`config.mk`:
```
export PLATFORM = sky130hd
export DESIGN_NAME = memhub_arb_flat
export DESIGN_NICKNAME = d
export VERILOG_FILES = /design/src/rtl/memhub_arb_if.sv /design/src/rtl/memhub_arb.sv /design/src/flat_wrapper.sv
export SDC_FILE = /design/constraint.sdc
export NUM_CORES = 1
export LEC_CHECK = 0
export BUFFER_PORTS_ARGS = -buffer_cell sky130_fd_sc_hd__buf_2
export CORE_MARGIN = 4
export CORE_UTILIZATION = 46
export CTS_BUF_LIST = sky130_fd_sc_hd__clkbuf_16
export DETAILED_ROUTE_END_ITERATION = 10
export PLACE_DENSITY = 0.88
export SYNTH_ARGS = -nofsm -noshare
export SYNTH_HDL_FRONTEND = slang
export SYNTH_SLANG_ARGS = --single-unit
```
`constraint.sdc`:
```
create_clock -name clk -period 2.4 [get_ports clk]
set_input_delay 0 -clock clk [delete_from_list [all_inputs] [get_ports clk]]
set_output_delay 0 -clock clk [all_outputs]
set_load 0.05 [all_outputs]
```
`src/rtl/memhub_arb_if.sv`:
```
// Channel-side and SDRAM-command-side signal bundle for memhub_arb.
// The slave modport is the arbiter's view; master is the environment's view.
interface memhub_arb_if #(
   parameter int NCH = 4,
   parameter int AW  = 26,
   parameter int DW  = 16
);
   localparam int IW = (NCH > 1) ? $clog2(NCH) : 1;

   // Handshake: a channel holds a nonzero ch_req slice (with mask/addr/wdata
   // stable) until it sees its one-cycle ch_ack; cmd_req stays stable until
   // the controller answers with cmd_ack; sd_data_valid is steered to the
   // channel of the most recently acknowledged command.
   logic [2*NCH-1:0]  ch_req;
   logic [2*NCH-1:0]  ch_mask;
   logic [AW*NCH-1:0] ch_addr;
   logic [DW*NCH-1:0] ch_wdata;
   logic [NCH-1:0]    ch_ack;
   logic [NCH-1:0]    ch_data_valid;
   logic [1:0]        cmd_req;
   logic [1:0]        cmd_mask;
   logic [AW-1:0]     cmd_addr;
   logic [DW-1:0]     cmd_din;
   logic              cmd_ack;
   logic              sd_data_valid;
   logic [IW-1:0]     grant_ch;

   modport slave (
      input  ch_req, ch_mask, ch_addr, ch_wdata, cmd_ack, sd_data_valid,
      output ch_ack, ch_data_valid, cmd_req, cmd_mask, cmd_addr, cmd_din,
             grant_ch
   );

   modport master (
      output ch_req, ch_mask, ch_addr, ch_wdata, cmd_ack, sd_data_valid,
      input  ch_ack, ch_data_valid, cmd_req, cmd_mask, cmd_addr, cmd_din,
             grant_ch
   );
endinterface

```
`src/rtl/memhub_arb.sv`:
```
// N-channel request manager in front of the SDRAM controller command port.
// Define MEMHUB_RR_EN for round-robin arbitration; otherwise fixed priority.
module memhub_arb #(
   parameter int NCH = 4,
   parameter int AW  = 26,
   parameter int DW  = 16
) (
   input  logic        clk,
   input  logic        reset,
   memhub_arb_if.slave bus,
   output logic [1:0]  state_dbg
);
   localparam int IW = (NCH > 1) ? $clog2(NCH) : 1;

   typedef enum logic [1:0] {
      S_IDLE    = 2'd0,
      S_WAITACK = 2'd1,
      S_END     = 2'd2
   } state_t;

   state_t          state;
   logic [IW-1:0]   data_owner;
   logic [NCH-1:0]  req_vec;
   logic [IW-1:0]   win;
   logic [1:0]      sel_req;
   logic [1:0]      sel_mask;
   logic [AW-1:0]   sel_addr;
   logic [DW-1:0]   sel_data;

`ifdef MEMHUB_RR_EN
   logic [IW-1:0]   rr_ptr;
`endif

   assign state_dbg = state;

   always_comb begin
      for (int i = 0; i < NCH; i++) begin
         req_vec[i] = |bus.ch_req[2*i +: 2];
      end
   end

`ifdef MEMHUB_RR_EN
   // Search starts just after the last winner so every requester gets a turn.
   always_comb begin
      logic found;
      int   idx;
      win   = '0;
      found = 1'b0;
      idx   = 0;
      for (int k = 1; k <= NCH; k++) begin
         idx = (int'(rr_ptr) + k) % NCH;
         for (int i = 0; i < NCH; i++) begin
            if (!found && (idx == i) && req_vec[i]) begin
               win   = IW'(i);
               found = 1'b1;
            end
         end
      end
   end
`else
   always_comb begin
      win = '0;
      for (int i = NCH - 1; i >= 0; i--) begin
         if (req_vec[i]) win = IW'(i);
      end
   end
`endif

   always_comb begin
      sel_req  = '0;
      sel_mask = '0;
      sel_addr = '0;
      sel_data = '0;
      for (int i = 0; i < NCH; i++) begin
         if (win == IW'(i)) begin
            sel_req  = bus.ch_req[2*i +: 2];
            sel_mask = bus.ch_mask[2*i +: 2];
            sel_addr = bus.ch_addr[AW*i +: AW];
            sel_data = bus.ch_wdata[DW*i +: DW];
         end
      end
   end

   // Read data belongs to whoever was acknowledged last, not the current grant.
   always_comb begin
      for (int i = 0; i < NCH; i++) begin
         bus.ch_data_valid[i] = bus.sd_data_valid && (data_owner == IW'(i));
      end
   end

   always_ff @(posedge clk or negedge reset) begin
      if (!reset) begin
         state        <= S_IDLE;
         bus.cmd_req  <= '0;
         bus.cmd_mask <= '0;
         bus.cmd_addr <= '0;
         bus.cmd_din  <= '0;
         bus.ch_ack   <= '0;
         bus.grant_ch <= '0;
         data_owner   <= '0;
`ifdef MEMHUB_RR_EN
         rr_ptr       <= IW'(NCH - 1);
`endif
      end else begin
         case (state)
            S_IDLE: begin
               if (|req_vec) begin
                  bus.cmd_req  <= sel_req;
                  bus.cmd_mask <= sel_mask;
                  // Line fetches are issued line-aligned.
                  bus.cmd_addr <= {sel_addr[AW-1:3],
                                   sel_req[0] ? sel_addr[2:0] : 3'b000};
                  bus.cmd_din  <= sel_data;
                  bus.grant_ch <= win;
`ifdef MEMHUB_RR_EN
                  rr_ptr       <= win;
`endif
                  state        <= S_WAITACK;
               end
            end
            S_WAITACK: begin
               if (bus.cmd_ack) begin
                  bus.cmd_req <= '0;
                  bus.ch_ack  <= NCH'(1) << bus.grant_ch;
                  data_owner  <= bus.grant_ch;
                  state       <= S_END;
               end
            end
            S_END: begin
               bus.ch_ack <= '0;
               state      <= S_IDLE;
            end
            default: begin
               bus.ch_ack <= '0;
               state      <= S_IDLE;
            end
         endcase
      end
   end
endmodule

```
`src/flat_wrapper.sv`:
```
// flat-port wrapper written by rule: the top's interface ports become plain ports
module memhub_arb_flat 
#(
   parameter int NCH = 4,
   parameter int AW  = 26,
   parameter int DW  = 16
)
  (clk, reset, state_dbg, bus_ch_req, bus_ch_mask, bus_ch_addr, bus_ch_wdata, bus_cmd_ack, bus_sd_data_valid, bus_ch_ack, bus_ch_data_valid, bus_cmd_req, bus_cmd_mask, bus_cmd_addr, bus_cmd_din, bus_grant_ch);
  memhub_arb_if #(.NCH(NCH), .AW(AW), .DW(DW)) bus_i ();
  input  logic clk;
  input  logic reset;
  output logic [1:0] state_dbg;
  input wire logic [$bits(bus_i.ch_req)-1:0] bus_ch_req;
  input wire logic [$bits(bus_i.ch_mask)-1:0] bus_ch_mask;
  input wire logic [$bits(bus_i.ch_addr)-1:0] bus_ch_addr;
  input wire logic [$bits(bus_i.ch_wdata)-1:0] bus_ch_wdata;
  input wire logic [$bits(bus_i.cmd_ack)-1:0] bus_cmd_ack;
  input wire logic [$bits(bus_i.sd_data_valid)-1:0] bus_sd_data_valid;
  output wire logic [$bits(bus_i.ch_ack)-1:0] bus_ch_ack;
  output wire logic [$bits(bus_i.ch_data_valid)-1:0] bus_ch_data_valid;
  output wire logic [$bits(bus_i.cmd_req)-1:0] bus_cmd_req;
  output wire logic [$bits(bus_i.cmd_mask)-1:0] bus_cmd_mask;
  output wire logic [$bits(bus_i.cmd_addr)-1:0] bus_cmd_addr;
  output wire logic [$bits(bus_i.cmd_din)-1:0] bus_cmd_din;
  output wire logic [$bits(bus_i.grant_ch)-1:0] bus_grant_ch;
  assign bus_i.ch_req = bus_ch_req;
  assign bus_i.ch_mask = bus_ch_mask;
  assign bus_i.ch_addr = bus_ch_addr;
  assign bus_i.ch_wdata = bus_ch_wdata;
  assign bus_i.cmd_ack = bus_cmd_ack;
  assign bus_i.sd_data_valid = bus_sd_data_valid;
  assign bus_ch_ack = bus_i.ch_ack;
  assign bus_ch_data_valid = bus_i.ch_data_valid;
  assign bus_cmd_req = bus_i.cmd_req;
  assign bus_cmd_mask = bus_i.cmd_mask;
  assign bus_cmd_addr = bus_i.cmd_addr;
  assign bus_cmd_din = bus_i.cmd_din;
  assign bus_grant_ch = bus_i.grant_ch;
  memhub_arb #(.NCH(NCH), .AW(AW), .DW(DW)) u_core (.clk(clk), .reset(reset), .bus(bus_i), .state_dbg(state_dbg));
endmodule
```
After elaboration in Yosys (flattened, before gate mapping)
Cells that the tools add are included.
- register bits: 56
- bits in latches: 0
- RAM bits: 0
- memory bits (read-only): 0
- input bits: 188
- output and inout bits: 58
- word-level logic and storage cells: 66
- memories: 0
- $add $sub $neg: 0
- multiply operators: 0
- divide/modulo/power cells: 0
- order comparisons: 0
- equality and inequality tests: 9
- shift operators: 1
- mux-type cells: 29
- bitwise operators: 1
- reductions and logical operators: 18
- operator list (cell ; count):
    $mux W26 ; 4
    $mux W16 ; 4
    $mux W2 ; 16
    $eq A2 B2 Y1 const B ; 4
    $pmux W2 S2 ; 2
    $pmux W4 S2 ; 1
    $reduce_and A2 Y1 ; 4
    $reduce_or A2 Y1 ; 4
    $reduce_or A8 Y1 ; 1
    $eq A2 B1 Y1 const B ; 3
    $logic_not A2 Y1 ; 3
    $logic_and A1 B1 Y1 ; 4
    $mux W4 ; 1
    $shl A1 B2 Y4 const A ; 1
    $mux W3 ; 1
    $reduce_and A3 Y1 ; 1
    $ne A2 B1 Y1 const B ; 1
    $ne A2 B2 Y1 const B ; 1
    $reduce_bool A2 Y1 ; 1
    $not A1 Y1 ; 1

Logic depth before layout (Yosys ltp)
- depth in word-level cells: 12
- gate-level depth with buffers: 6
- mapped depth without buffers: 4

Worst setup path before layout
No wires, ideal clock.
- path type: register to register
- from: register u_core.state[1], in the netlist u_core.state_dbg[1]
- to: register u_core.bus.grant_ch[1] in the netlist's numbering
- library setup time: 0.078 ns
- arrival time: 1.746 ns
- required time: 2.322 ns
- slack: 0.576 ns
- stages on the path, launching flop included: 7
- path buffers: 3
- clock period less this slack: 1.824 ns
- cells stage by stage: dfrtp_1 clkbuf_1 nor2_1 clkbuf_1 buf_1 a21oi_1 a21oi_1
- longest elaborated chain between the ends: 2
- ends and longest elaborated chain (element ; RTL line ; RTL):
    start: declaration ; memhub_arb.sv:21 ; state_t state;
    start signal: assignment ; memhub_arb.sv:93 ; state <= S_IDLE;
    start signal: assignment ; memhub_arb.sv:118 ; state <= S_WAITACK;
    start signal: assignment ; memhub_arb.sv:126 ; state <= S_END;
    $logic_not A2 Y1 ; memhub_arb.sv:105 ; case (state)
    $reduce_and A2 Y1 (no source line) ; -- ;
    end signal: assignment ; memhub_arb.sv:114 ; bus.grant_ch <= win;
    end: declaration ; memhub_arb_if.sv:31 ; grant_ch
Every way passes these cells.
A chain may end at the register's enable or synchronous reset.

Worst setup path in the final report
- from: input port bus_ch_req[6]
- to: register u_core.bus.cmd_addr[13]
- longest elaborated chain between the ends: 10
- elaborated cells between the ends (all ways): 15
- those cells by class: 3 x eq/ne; 8 x mux; 4 x reduce/logical
- ends and longest elaborated chain (element ; RTL line ; RTL):
    start: declaration ; flat_wrapper.sv:13 ; input wire logic [$bits(bus_i.ch_req)-1:0] bus_ch_req;
    $reduce_or A2 Y1 ; memhub_arb.sv:38 ; req_vec[i] = |bus.ch_req[2*i +: 2];
    $mux W2 (4 in a row) ; memhub_arb.sv:64 ; if (req_vec[i]) win = IW'(i);
    $logic_not A2 Y1 ; memhub_arb.sv:75 ; if (win == IW'(i)) begin
    $mux W26 (4 in a row) ; memhub_arb.sv:75 ;
    end signal: assignment ; memhub_arb.sv:111 ; bus.cmd_addr <= {sel_addr[AW-1:3],
    end: declaration ; memhub_arb_if.sv:30 ; output ch_ack, ch_data_valid, cmd_req, cmd_mask, cmd_addr, cmd_din,
Parallel ways exist; a longest one is shown, timed or not.

==> parameters.txt <==
Parameter                              Value

Drt
  Number of design-rule violations left by the first detailed-router iteration ... 183
  Overall via count from detail_route ... 4429
  Routed length per placed instance ... 20.8 um
  Wire length after detailed routing ... 14600 um
  Vias/cell ... 6.29
  1st-pass router iterations ... 5
  DR DRC count ... 0
  Routed Antenna Nets ... 0

STA
  Final min period ... 1.80 ns
  Final setup violation count ... 0
  Max Fclk ... 555 MHz
  Hold violation count in the final report ... 0
  Final clock period utilization by the worst path ... 75.0%
  Worst hold slack after final layout ... 0.0618 ns
  Setup total negative slack ... 0 ns
  Transition time at the pin with the least slew margin ... 0.904 ns
  Setup repair after global routing missed its margin ... no
  Worst slew margin ... 39.7%
  Clock Skews ... 0.00709 ns
  Fin. max-slew vios ... 0

Floorplanning
  Top-level I/O count ... 246
  Core ar. ... 7810 um^2
  Starting density of the core ... 48.0%
  Die outline width ... 98.3 um
  Die H ... 98.3 um
  Placement Rows ... 32
  Die area ... 9660 um^2

CTS
  Max Root-Sink Buffers ... 2
  Clock slew at reported path FFs ... 0.07 ns
  Inserted Clock Buffers ... 5
  Clock latency of the later-clocked register in the worst-skew pair ... 0.29 ns
  CTS tree ... built
  Clock Root Buffer ... sky130_fd_sc_hd__clkbuf_16
  Clock Sinks ... 56
  H-Tree Depth ... 2
  Count of buffers added by post-CTS timing repair for setup ... 0
  Number of resized instances in the post-cts repair step ... 0

Hold path
  End point of the worst hold path ... u_core.bus.cmd_din[11]$_DFFE_PN0P_
  Worst min-delay path class ... input pin to flip-flop
  Worst hold path cell count ... 3
  Start point of the worst min-delay path ... bus_ch_wdata[59]

Global routing
  Global router's overall resource usage ... 28.8%
  Wire length of the first global-routing pass ... 22900 um
  Maximum number of pins on one net before global-route repair ... 43
  Final global-route overflow total ... 0
  Number of antenna violations at the first check in global routing ... 0
  Vias in the first global route ... 4635

Worst setup path
  Worst reg2reg path depth ... 4
  Critical path required time ... 2.58 ns
  Endpoint of the worst register-to-register path ... u_core.bus.grant_ch[1]$_DFFE_PN0P_
  Setup CP Type ... input pin to flip-flop
  Reg2reg start ... u_core.state_dbg[1]$_DFFE_PN0P_
  Data arrival time of the worst path ... 1.98 ns
  Critical Path End Type ... flip-flop
  Launching element of the worst setup path ... bus_ch_req[6]
  Kind of start point of the critical path ... input pin
  Maximum fanout count along the critical path ... 28
  Worst reg2reg setup slack ... 0.68 ns

Cells and area
  Antenna cell count ... 0
  Share of post-route cells with drive strength above 1 ... 46.7%
  Fill cells ... 659
  Signed area change from the synthesized netlist to the final layout ... 39.8%
  Utilization after layout ... 67.1%
  Post-route insts no fill ... 704
  Final-stage net count ... 789

Power
  Overall power after layout ... 5.94 mW
  NetSw ... 3.17 mW
  Cell internal pwr ... 2.76 mW
  Share of power burned in registers ... 28.8%
  Combinational share of power ... 59.2%
  Switching Fraction ... 53.5%
  Leakage power total ... 2.55 nW
  Part of the total power dissipated in the clock network ... 11.9%
  Worst-case vdd ir drop ... 0.000851 V
  Power per standard cell area ... 1130 nW/um^2

Yosys
  Total standard cell area after synthesis ... 3750 um^2
  Largest cells by area after synthesis ... sky130_fd_sc_hd__dfrtp_1, sky130_fd_sc_hd__a32o_1, sky130_fd_sc_hd__a21o_1, sky130_fd_sc_hd__o2111a_1, sky130_fd_sc_hd__a221o_1
  Number of distinct library cells after synthesis ... 33
  Synth Area per Inst ... 9.95 um^2
  Cell type contributing the most total cell area after synthesis ... sky130_fd_sc_hd__dfrtp_1
  Number of instances in the synthesized netlist ... 377
  Number of warnings printed during yosys synthesis ... 0
  Sequential fraction of the synthesis area ... 37.4%
  Net count of the mapped netlist ... 565
  Share of the synthesized area in the top cell type ... 37.4%
  Flops & latches, synth ... 56

Place
  Port-buffer cells ... 245
  Cells after DPL ... 694
  Final estimated routing congestion in global placement ... 0.962
  DP Wirelength ... 10800 um

Flow run
  Max capacitance violation total ... 0

Outcome
  Run status ... finished, final reports clean
## how the worst max path moves through the flow
stage | endpoint | slack [ns] | cells after the start
floorplan | u_core.bus.grant_ch[1]$_DFFE_PN0P_ | 0.58 | 6
finish | u_core.bus.cmd_addr[13]$_DFFE_PN0P_ | 0.60 | 6
global placement | u_core.bus.cmd_addr[25]$_DFFE_PN0P_ | 0.35 | 5
global route | u_core.bus.cmd_addr[21]$_DFFE_PN0P_ | 0.55 | 6
CTS | u_core.bus.cmd_addr[22]$_DFFE_PN0P_ | 0.63 | 6
detailed placement | u_core.bus.cmd_addr[22]$_DFFE_PN0P_ | 0.32 | 6
## stage by stage
stage	cell area, um^2	setup WS (ns)
global route	5240	0.547
detailed placement	5090	0.322
CTS	5240	0.630
floorplan	3750	0.576
global placement	5090	0.347
finish	5240	0.600
## per-layer routing
| layer | routed length [um] | up-vias | share of wire (%) | global-route usage (%) |
|---|---|---|---|---|
| met3 | 1330 | 34 | 9.1 | 6.00 |
| met5 | 0 | - | 0 | 0 |
| li1 | - | 2009 | - | - |
| met2 | 7470 | 274 | 51 | 50.4 |
| met1 | 5500 | 2112 | 38 | 35.2 |
| met4 | 349 | 0 | 2.4 | 9.66 |
## cells in the final DEF (no fill, tap or decap), drive strengths merged
| master | instances |
|---|---|
| buf | 264 |
| dfrtp | 56 |
| a21oi | 47 |
| a32o | 44 |
| a21o | 42 |
| o2111a | 25 |
| a221o | 25 |
| o21bai | 20 |
| o2bb2ai | 19 |
| nor2 | 11 |
| nand2 | 6 |
| clkbuf | 5 |
| nand4 | 4 |
| o21ai | 4 |
| nor3b | 3 |
| nand3b | 3 |
| inv | 3 |
| and3b | 2 |
| mux2i | 2 |
| mux2 | 2 |
| nand2b | 2 |
| dlygate4sd3 | 2 |
| or2 | 2 |
| and3 | 1 |
| nor4 | 1 |
| or4 | 1 |
| nor2b | 1 |
| nand3 | 1 |
| nor3 | 1 |
| a311oi | 1 |
| o31ai | 1 |
| clkinv | 1 |
## cell type report
cell class              instances  area (um^2)  area share, %
inverters                       1         3.75         0.0716
flip-flops and latches         56         1400           26.7
clock inverters                 3         11.3          0.215
clock buffers                   5          125           2.39
well taps                     102          128           2.43
multi-input cells             271         2180           41.7
repair buffers                266         1390           26.5
## worst max-delay path: stages
cell and delay, ns:
sky130_fd_sc_hd__buf_2 0.14, sky130_fd_sc_hd__or4_2 1.01, sky130_fd_sc_hd__buf_4 0.32, sky130_fd_sc_hd__a21oi_1 0.17
sky130_fd_sc_hd__o2bb2ai_1 0.09, sky130_fd_sc_hd__a32o_1 0.25
## logic make-up (layout without fill, tap and decap cells)
kind of cell	count (synthesis)	count (layout)	share of synthesized area (%)
muxes	4	4	1.13
AOI/OAI and AO/OA	228	228	50.0
buffers and inverters	50	275	5.64
DFF	56	56	37.4
and+or+nand+nor	39	39	5.84
## synth_stat cells
library cell                 n
sky130_fd_sc_hd__o21bai_1   20
sky130_fd_sc_hd__or4_1       1
sky130_fd_sc_hd__o2bb2ai_1  19
sky130_fd_sc_hd__o2111a_1   25
sky130_fd_sc_hd__mux2_2      2
sky130_fd_sc_hd__a221o_1    25
sky130_fd_sc_hd__a32o_1     44
sky130_fd_sc_hd__buf_2       7
sky130_fd_sc_hd__nand3_1     1
sky130_fd_sc_hd__o21ai_1     2
sky130_fd_sc_hd__nand3b_1    3
sky130_fd_sc_hd__buf_1       4
sky130_fd_sc_hd__dfrtp_1    56
sky130_fd_sc_hd__buf_6       2
sky130_fd_sc_hd__a21oi_1    47
sky130_fd_sc_hd__nand2_1     6
sky130_fd_sc_hd__nor3b_1     3
sky130_fd_sc_hd__a21o_1     42
sky130_fd_sc_hd__inv_1       1
sky130_fd_sc_hd__mux2i_1     2
sky130_fd_sc_hd__nor4_2      1
sky130_fd_sc_hd__nor3_1      1
sky130_fd_sc_hd__nand2b_1    2
sky130_fd_sc_hd__o31ai_1     1
sky130_fd_sc_hd__and3_1      1
sky130_fd_sc_hd__nor2_1     11
sky130_fd_sc_hd__clkbuf_1   36
sky130_fd_sc_hd__or2_1       2
sky130_fd_sc_hd__a311oi_1    1
sky130_fd_sc_hd__and3b_1     2
sky130_fd_sc_hd__nor2b_1     1
sky130_fd_sc_hd__o21ai_0     2
sky130_fd_sc_hd__nand4_1     4
## power groups by stage
| stage | Sequential [mW] | Combinational [mW] | Clock [mW] |
|---|---|---|---|
| final | 1.71 | 3.52 | 0.708 |
| after global routing | 1.76 | 3.68 | 0.765 |
| after CTS | 1.71 | 3.53 | 0.716 |
| after detailed placement | 1.72 | 3.53 | 0 |
| after global placement | 1.70 | 3.46 | 0 |
| after floorplan | 3.19 | 1.04 | 0 |
## registers in the layout (all words and copies together), names as in the netlist
| name | count |
|---|---|
| u_core.bus.ch_ack | 4 |
| u_core.bus.grant_ch | 2 |
| u_core.bus.cmd_din | 16 |
| u_core.bus.cmd_req | 2 |
| u_core.state_dbg | 2 |
| u_core.data_owner | 2 |
| u_core.bus.cmd_addr | 26 |
| u_core.bus.cmd_mask | 2 |
## repair_timing
item / 4_1_cts / 5_1_grt
hold buffers: 2 / 0
hold endpoints to repair: 36 / 0
setup endpoints to repair: 0 / 0
Note: power is estimated with default switching activity, not from simulation.
